===== config.mk =====
export PLATFORM = sky130hd
export DESIGN_NAME = crossing_fsm
export DESIGN_NICKNAME = d
export VERILOG_FILES = /design/src/rtl/tl_pkg.sv /design/src/rtl/crossing_fsm_phase_timer.sv /design/src/rtl/crossing_fsm.sv
export SDC_FILE = /design/constraint.sdc
export NUM_CORES = 1
export LEC_CHECK = 0
export CORE_MARGIN = 3
export CORE_UTILIZATION = 45
export DETAILED_ROUTE_END_ITERATION = 8
export SLEW_MARGIN = 20
export SYNTH_ARGS = -nofsm -noshare
export SYNTH_HDL_FRONTEND = slang
export SYNTH_SLANG_ARGS = --single-unit

===== constraint.sdc =====
create_clock -name clk -period 2.94 [get_ports clk]
set_input_delay 0.294 -clock clk [delete_from_list [all_inputs] [get_ports clk]]
set_output_delay 0.294 -clock clk [all_outputs]
set_load 0.01 [all_outputs]

===== src/rtl/tl_pkg.sv =====
// Shared light codes, FSM state encoding and counter sizing helper
// for the crossing traffic-light sequencer.
package tl_pkg;

  typedef enum logic [1:0] {
    L_RED    = 2'b00,
    L_GREEN  = 2'b01,
    L_YELLOW = 2'b10,
    L_WALK   = 2'b11
  } light_t;

  typedef enum logic [2:0] {
    S_RED,
    S_GREEN,
    S_YELLOW,
    S_WALK,
    S_CLEAR,
    S_FLASH
  } state_t;

  // One spare bit above the longest interval keeps the down-counter clear of wrap.
  function automatic int ctrWidth(input int red, input int green, input int yellow,
                                  input int walk, input int clear);
    int m;
    m = red;
    if (green  > m) m = green;
    if (yellow > m) m = yellow;
    if (walk   > m) m = walk;
    if (clear  > m) m = clear;
    return $clog2(m) + 1;
  endfunction

endpackage


===== src/rtl/crossing_fsm_phase_timer.sv =====
// Blink-edge tick detector plus a loadable phase down-counter with a
// "last tick of phase" flag.
module phase_timer #(
  parameter int             W           = 4,
  parameter logic [W-1:0]   RESET_COUNT = '0
) (
  input  logic         clk,
  input  logic         rstb,
  input  logic         blink_i,
  input  logic         load_i,
  input  logic [W-1:0] loadVal_i,
  output logic         tick_o,
  output logic [W-1:0] count_o,
  output logic         last_o
);

  logic         blink_q;
  logic [W-1:0] count_q;
  logic [W-1:0] count_d;

  // Delay register resets high so a blink already high at release is not a tick.
  always_ff @(posedge clk or negedge rstb) begin
    if (!rstb) blink_q <= 1'b1;
    else       blink_q <= blink_i;
  end

  assign tick_o = blink_i & ~blink_q;

  always_comb begin
    count_d = count_q;
    if (tick_o) count_d = load_i ? loadVal_i : count_q - 1'b1;
  end

  always_ff @(posedge clk or negedge rstb) begin
    if (!rstb) count_q <= RESET_COUNT;
    else       count_q <= count_d;
  end

  assign count_o = count_q;
  assign last_o  = (count_q == W'(1));

endmodule


===== src/rtl/crossing_fsm.sv =====
// Traffic-light phase sequencer: normal cycle, pedestrian walk with early
// green cut-off, and night flashing-yellow mode.
module crossing_fsm
  import tl_pkg::*;
#(
  parameter int C_INT_RED       = 10,
  parameter int C_INT_GREEN     = 10,
  parameter int C_INT_MIN_GREEN = 4,
  parameter int C_INT_YELLOW    = 2,
  parameter int C_INT_WALK      = 5,
  parameter int C_INT_CLEAR     = 2
) (
  input  logic       rstb,
  input  logic       clk,
  input  logic       blink,
  input  logic       inMode,
  input  logic       inPedestrian,
  output logic [1:0] outLight,
  output logic       outEnable,
  output logic       outReqPending
);

  localparam int W = ctrWidth(C_INT_RED, C_INT_GREEN, C_INT_YELLOW, C_INT_WALK, C_INT_CLEAR);
  localparam logic [W-1:0] LEN_RED    = W'(C_INT_RED);
  localparam logic [W-1:0] LEN_GREEN  = W'(C_INT_GREEN);
  localparam logic [W-1:0] LEN_YELLOW = W'(C_INT_YELLOW);
  localparam logic [W-1:0] LEN_WALK   = W'(C_INT_WALK);
  localparam logic [W-1:0] LEN_CLEAR  = W'(C_INT_CLEAR);
  localparam logic [W-1:0] CUT_COUNT  = W'(C_INT_GREEN - C_INT_MIN_GREEN + 1);

  state_t       state_q, state_d;
  logic         enable_q, enable_d;
  logic         req_q, req_d;
  logic         tick, last, load;
  logic [W-1:0] count, loadVal;
  logic         inNormal, reqSeen;

  phase_timer #(.W(W), .RESET_COUNT(LEN_RED)) u_timer (
    .clk       (clk),
    .rstb      (rstb),
    .blink_i   (blink),
    .load_i    (load),
    .loadVal_i (loadVal),
    .tick_o    (tick),
    .count_o   (count),
    .last_o    (last)
  );

  // A press in the same cycle as a phase-ending tick already counts.
  assign inNormal = (state_q == S_RED) || (state_q == S_GREEN) || (state_q == S_YELLOW);
  assign reqSeen  = req_q | (inPedestrian & inNormal);

  always_ff @(posedge clk or negedge rstb) begin
    if (!rstb) begin
      state_q  <= S_RED;
      enable_q <= 1'b1;
      req_q    <= 1'b0;
    end else begin
      state_q  <= state_d;
      enable_q <= enable_d;
      req_q    <= req_d;
    end
  end

  always_comb begin
    state_d = state_q;
    if (tick) begin
      unique case (state_q)
        S_RED: begin
          if (inMode)       state_d = S_FLASH;
          else if (last)    state_d = reqSeen ? S_WALK : S_GREEN;
        end
        S_GREEN: begin
          if (inMode || last || (reqSeen && count <= CUT_COUNT)) state_d = S_YELLOW;
        end
        S_YELLOW: if (last) state_d = inMode ? S_FLASH : S_RED;
        S_WALK:   if (last) state_d = S_CLEAR;
        S_CLEAR:  if (last) state_d = inMode ? S_FLASH : S_GREEN;
        S_FLASH:  if (!inMode) state_d = S_RED;
        default:  state_d = S_RED;
      endcase
    end

    // FLASH reloads every tick so the counter never free-runs there.
    load = (state_d != state_q) || (state_q == S_FLASH);
    unique case (state_d)
      S_RED:    loadVal = LEN_RED;
      S_GREEN:  loadVal = LEN_GREEN;
      S_YELLOW: loadVal = LEN_YELLOW;
      S_WALK:   loadVal = LEN_WALK;
      S_CLEAR:  loadVal = LEN_CLEAR;
      default:  loadVal = W'(1);
    endcase

    enable_d = enable_q;
    if (tick) enable_d = (state_q == S_FLASH && state_d == S_FLASH) ? ~enable_q : 1'b1;

    req_d = reqSeen;
    if (state_d != state_q && (state_d == S_WALK || state_d == S_FLASH)) req_d = 1'b0;
  end

  always_comb begin
    outEnable     = enable_q;
    outReqPending = req_q;
    unique case (state_q)
      S_GREEN:          outLight = L_GREEN;
      S_YELLOW, S_FLASH: outLight = L_YELLOW;
      S_WALK:           outLight = L_WALK;
      default:          outLight = L_RED;
    endcase
  end

endmodule


Word-level counts from Yosys, hierarchy flattened:

Cells that the tools add are included.

* logic and storage cells: 55
* output and inout bits: 4
* flip-flop bits (word level): 11
* bits of input ports: 5

* bitwise operators: 5
* $add $sub $neg: 1
* reduce and logical (&&, ||, !) cells: 14
* muxes and demuxes: 17
* $lt $le $gt $ge: 1
* equality and inequality tests: 12

Operators by type and width (count)
* $mux W3: 10
* $pmux W3 S6: 1
* $eq A3 B2 Y1 const B: 4
* $eq A3 B3 Y1 const B: 4
* $pmux W4 S3: 1
* $eq A3 B1 Y1 const B: 2
* $logic_not A3 Y1: 2
* $logic_or A1 B1 Y1: 6
* $pmux W2 S3: 1
* $reduce_or A2 Y1: 3
* $eq A5 B1 Y1 const B: 1
* $le A5 B3 Y1 const B: 1
* $mux W5: 1
* $sub A5 B1 Y5 const B: 1
* $logic_and A1 B1 Y1: 3
* $ne A3 B3 Y1: 1
* $and A1 B1 Y1: 2
* $mux W1: 2
* $mux W2: 1
* $not A1 Y1: 2
* $or A1 B1 Y1: 1

Depth between registers and ports, before layout:

* depth in word-level cells: 14
* gate-level depth with buffers: 10
* depth with buffers taken out: 9

By module:

A second synthesis with hierarchy kept.

* cells, all modules: 106
* area, all modules: 902.1 µm²

By module, submodules not included
* crossing_fsm: instances 1, cells an instance 65, sequential area each 126.4 µm², area an instance 513.0 µm²
* phase_timer: instances 1, cells an instance 41, sequential area each 153.9 µm², area an instance 389.1 µm²

Worst setup path after synthesis:

Ideal clock, no wire load.

* path type: register -> register
* from: register u_timer.count_q[1], in the netlist u_timer.count_o[1]
* to: register u_timer.count_q[0], in the netlist u_timer.count_o[0]
* data arrival time: 2156 ps
* data required time: 2802 ps
* clock period less this slack: 2293 ps
* buffers on the path: 1
* cell stages (with the launch flop): 11
* library setup time: 138 ps
* slack: 647 ps
* cells stage by stage: dfstp_2 inv_1 ha_1 or4b_1 buf_6 nand3_1 nand3_1 a211o_2 maj3_2 nand2_1 o221ai_1

* longest elaborated chain between the ends: 10

Ends and longest elaborated chain
* start, declared: RTL line crossing_fsm_phase_timer.sv:18 `logic [W-1:0] count_q;`
* start signal, assigned: RTL line crossing_fsm_phase_timer.sv:36 `else count_q <= count_d;`
* $le A5 B3 Y1 or $eq A5 B1 Y1 (tied branches): RTL line crossing_fsm.sv:74, crossing_fsm_phase_timer.sv:40
* $logic_and A1 B1 Y1 or $logic_or A1 B1 Y1 (tied branches): RTL line crossing_fsm.sv:74 `if (inMode || last || (reqSeen && count <= CUT_COUNT)) state_d = S_YELLOW;`
* $logic_or A1 B1 Y1: RTL line crossing_fsm.sv:74
* $mux W3: RTL line crossing_fsm.sv:74
* $pmux W3 S6 *: RTL line crossing_fsm.sv:68 `unique case (state_q)`
* $mux W3 *: RTL line crossing_fsm.sv:67 `if (tick) begin`
* named net state_d[0]: RTL line crossing_fsm.sv:31 `state_t state_q, state_d;`
* $eq A3 B3 Y1, or another cell as far along: RTL line crossing_fsm.sv:86 `unique case (state_d)`
* $reduce_or A2 Y1 (no source line)
* $pmux W4 S3: RTL line crossing_fsm.sv:86
* $mux W5 *: RTL line crossing_fsm_phase_timer.sv:31 `if (tick_o) count_d = load_i ? loadVal_i : count_q - 1'b1;`

Mark *: on every way through the listed nets, which the timed path passes. The rest lies on a longest branch.
A chain may end at the register's enable or synchronous reset.

Worst setup path after layout:

Ends and elaborated chain as after synthesis.

==> flow_metrics.py <==
metrics = {
    "clocking": {
        "postCtsSetupRepairBufs": 0,
        "cts_tree": "built",
        "holdBufCountCts": 0,
        "clockBufferDepth": 2,
        "ctsResizeCount": 0,
        "cts_buffers": 3,
        "htreeDepth": 1,
        "clkSinkCount": 11,
        "clk_latency_ps": 260,
        "cts.clk_slew.worst_paths_ps": 70,
        "cts-root-buf": "clkbuf_4",
    },
    "flow_run": {
        "drv_cap": 0,
    },
    "cells_and_area": {
        "n_antenna_cell": 0,
        "drive_gt1_share_pct": 22.2,
        "n_fill_cell": 198,
        "finalInstanceArea_um2": 1080,
        "multi_input_area_um2": 607,
        "layout_common_cells": "13 x nand2_1, 8 x clkdlybuf4s50_1, 7 x nand3_1, 7 x dfrtp_1, 6 x inv_1",
        "regArea_um2": 280,
        "final_common_cell": "nand2_1",
        "syn_to_final_growth_pct": 9.80,
        "nets": 126,
    },
    "synth": {
        "yosys.area.top_type": "dfrtp_1",
        "synthCells": 108,
        "ys_types": 49,
        "async_reset_ff_share_pct": 100,
        "synth-edff-count": 0,
        "seq_area_frac_synth_pct": 28.5,
        "synth_area_leaders": "dfrtp_1 18%, dfstp_2 11%, nand2_1 5.0%",
        "yosysWarnings": 0,
        "syn_avg_cell_area_um2": 9.11,
        "syn-cell-area_um2": 983,
        "netlist.area_leader.share_pct": 17.8,
        "ys.flop_type": "dfrtp_1",
        "ys_ff_latch": 11,
        "synth_nets": 116,
    },
    "hold_path": {
        "hold_class": "input pin to async pin",
    },
    "sta": {
        "period_minus_slack_ps": 2570,
        "setup_violations": 0,
        "finalSetupTns_ps": 0,
        "slew_viol_final": 0,
        "worst_pin_slew_ps": 523,
        "finalHoldViolations": 0,
        "fin_worst_skew_ps": 3.27,
        "max_freq_mhz": 390,
        "max_slew_margin_pct": 65.0,
        "post-route-period-util_pct": 87.2,
        "rsz0062_at_grt": "no",
    },
    "detailed_routing": {
        "dr.pass1.iters": 4,
        "viasPerCell": 5.98,
        "wl_per_cell_um": 15.5,
        "drt-total-wl_um": 2230,
        "dr.first_iter.drc_count": 19,
        "post-route-drc-count": 0,
        "ant_nets": 0,
        "vias": 861,
    },
    "setup_path": {
        "crit-reg2reg-launch": "u_timer.count_o[1]",
        "cp-end-kind": "flop",
        "critPathMaxFanout": 8,
        "crit_type": "flop to flop",
        "startpoint": "u_timer.count_o[1]",
        "cp.arrival_ps": 2690,
        "reg2reg_slack_ps": 370,
        "worstSetupStartpointType": "flop",
        "cp.required_ps": 3070,
    },
    "power_and_ir_drop": {
        "leakagePower_nw": 0.430,
        "ir_worst_vdd_v": 0.000365,
        "powerDensity_nw_per_um2": 483,
    },
    "global_route": {
        "grt_max_degree": 15,
        "grt_use_total_pct": 19.2,
        "overflow": 0,
        "grt_pass1_vias": 857,
        "antenna_found_initial": 0,
        "grt_pass1_wl_um": 3970,
    },
    "floorplanning": {
        "die_x_um": 52.8,
        "die_y_um": 52.8,
        "pin_count": 9,
        "fp.dieArea_um2": 2780,
        "rows": 16,
        "start_util_pct": 48.6,
        "core-area_um2": 2020,
    },
    "place": {
        "port-buffer-count": 8,
        "dp_hpwl_um": 1650,
        "placedInstanceArea_um2": 1050,
        "gp_congestion": 0.843,
    },
    "outcome": {
        "outcome": "finished clean",
    },
}
==> critical path, cell delays in order (launching register included) <==
cell and delay, ps:
dfstp_2 390, inv_1 90, ha_1 150, or4b_1 600, nand3_1 180, nand3_1 100
a211o_2 380, maj3_2 340, nand2_1 70, o221ai_1 120
==> power by group <==
| part | total (mW) | switching (mW) | internal (mW) |
|---|---|---|---|
| combinational | 0.171 | 0.0808 | 0.0900 |
| sequential | 0.252 | 0.0645 | 0.187 |
| clock | 0.0990 | 0.0466 | 0.0524 |
| total | 0.522 | 0.192 | 0.330 |
==> final timing paths <==
| path | cells past startpoint | endpoint |
|---|---|---|
| worst max-delay path | 9 | u_timer.count_o[0] |
| min in group clk | 1 | u_timer.blink_q |
| worst min register to register | 2 | outEnable |
| worst max register to register | 9 | u_timer.count_o[0] |
| worst min-delay path | 1 | state_q[2] |
| max in group asynchronous | 1 | u_timer.count_o[3] |
==> logic make-up after synthesis <==
kind of cell | count (synthesis) | share of synthesized area (%)
compound gates | 28 | 25.2
simple gates | 51 | 30.5
flops | 11 | 28.5
fa+ha+maj | 5 | 5.98
buf+inv | 13 | 9.80
==> layer usage <==
| metal | share of wire (%) | vias up | routed length [µm] | global-route usage (%) |
|---|---|---|---|---|
| li1 | - | 423 | - | - |
| met3 | 2.4 | 6 | 53 | 1.71 |
| met4 | 2.4 | 0 | 54 | 9.36 |
| met5 | 0 | - | 0 | 0 |
| met1 | 49 | 418 | 1090 | 27.2 |
| met2 | 46 | 14 | 1030 | 28.9 |
==> synth_stat cells, types with 2 or more instances <==
| cell | n |
|---|---|
| nand2b_1 | 3 |
| nor2_1 | 5 |
| o21ai_0 | 3 |
| nand2_1 | 13 |
| or3_1 | 3 |
| nand3_1 | 7 |
| dfrtp_1 | 7 |
| buf_6 | 3 |
| nor2b_1 | 4 |
| inv_1 | 6 |
| a21oi_1 | 2 |
| nor3_1 | 4 |
| o22ai_1 | 3 |
| clkbuf_8 | 2 |
| ha_1 | 3 |
| a31oi_1 | 4 |
| dfstp_2 | 4 |
==> area by class of cell <==
class                      instances  area share, %
clock buffer                       4           2.43
inverter                           6           2.09
multi-input combinational         84           56.2
sequential                        11           26.0
tap                               27           3.13
timing repair buffer              12           10.2
==> sequential cells by signal (all words and copies together) (netlist names) <==
| register | cells |
|---|---|
| state_q | 3 |
| u_timer.count_o | 5 |
| outEnable | 1 |
| outReqPending | 1 |
| u_timer.blink_q | 1 |
==> metrics by stage <==
step / power [mW] / std cells / utilization [%] / setup WS (ps) / hold WS, ps
6_report: 0.522 / 144 / 53.4 / 375 / 358
5_1_grt: 0.567 / 144 / 53.4 / 184 / 372
4_1_cts: 0.526 / 144 / 53.4 / 382 / 369
3_5_place_dp: 0.423 / 140 / 52.1 / 320 / 520
3_3_place_gp: 0.424 / 140 / 52.1 / 341 / 505
2_1_floorplan: 0.375 / 108 / - / 647 / -1.59
(Power assumes the default switching activity.)
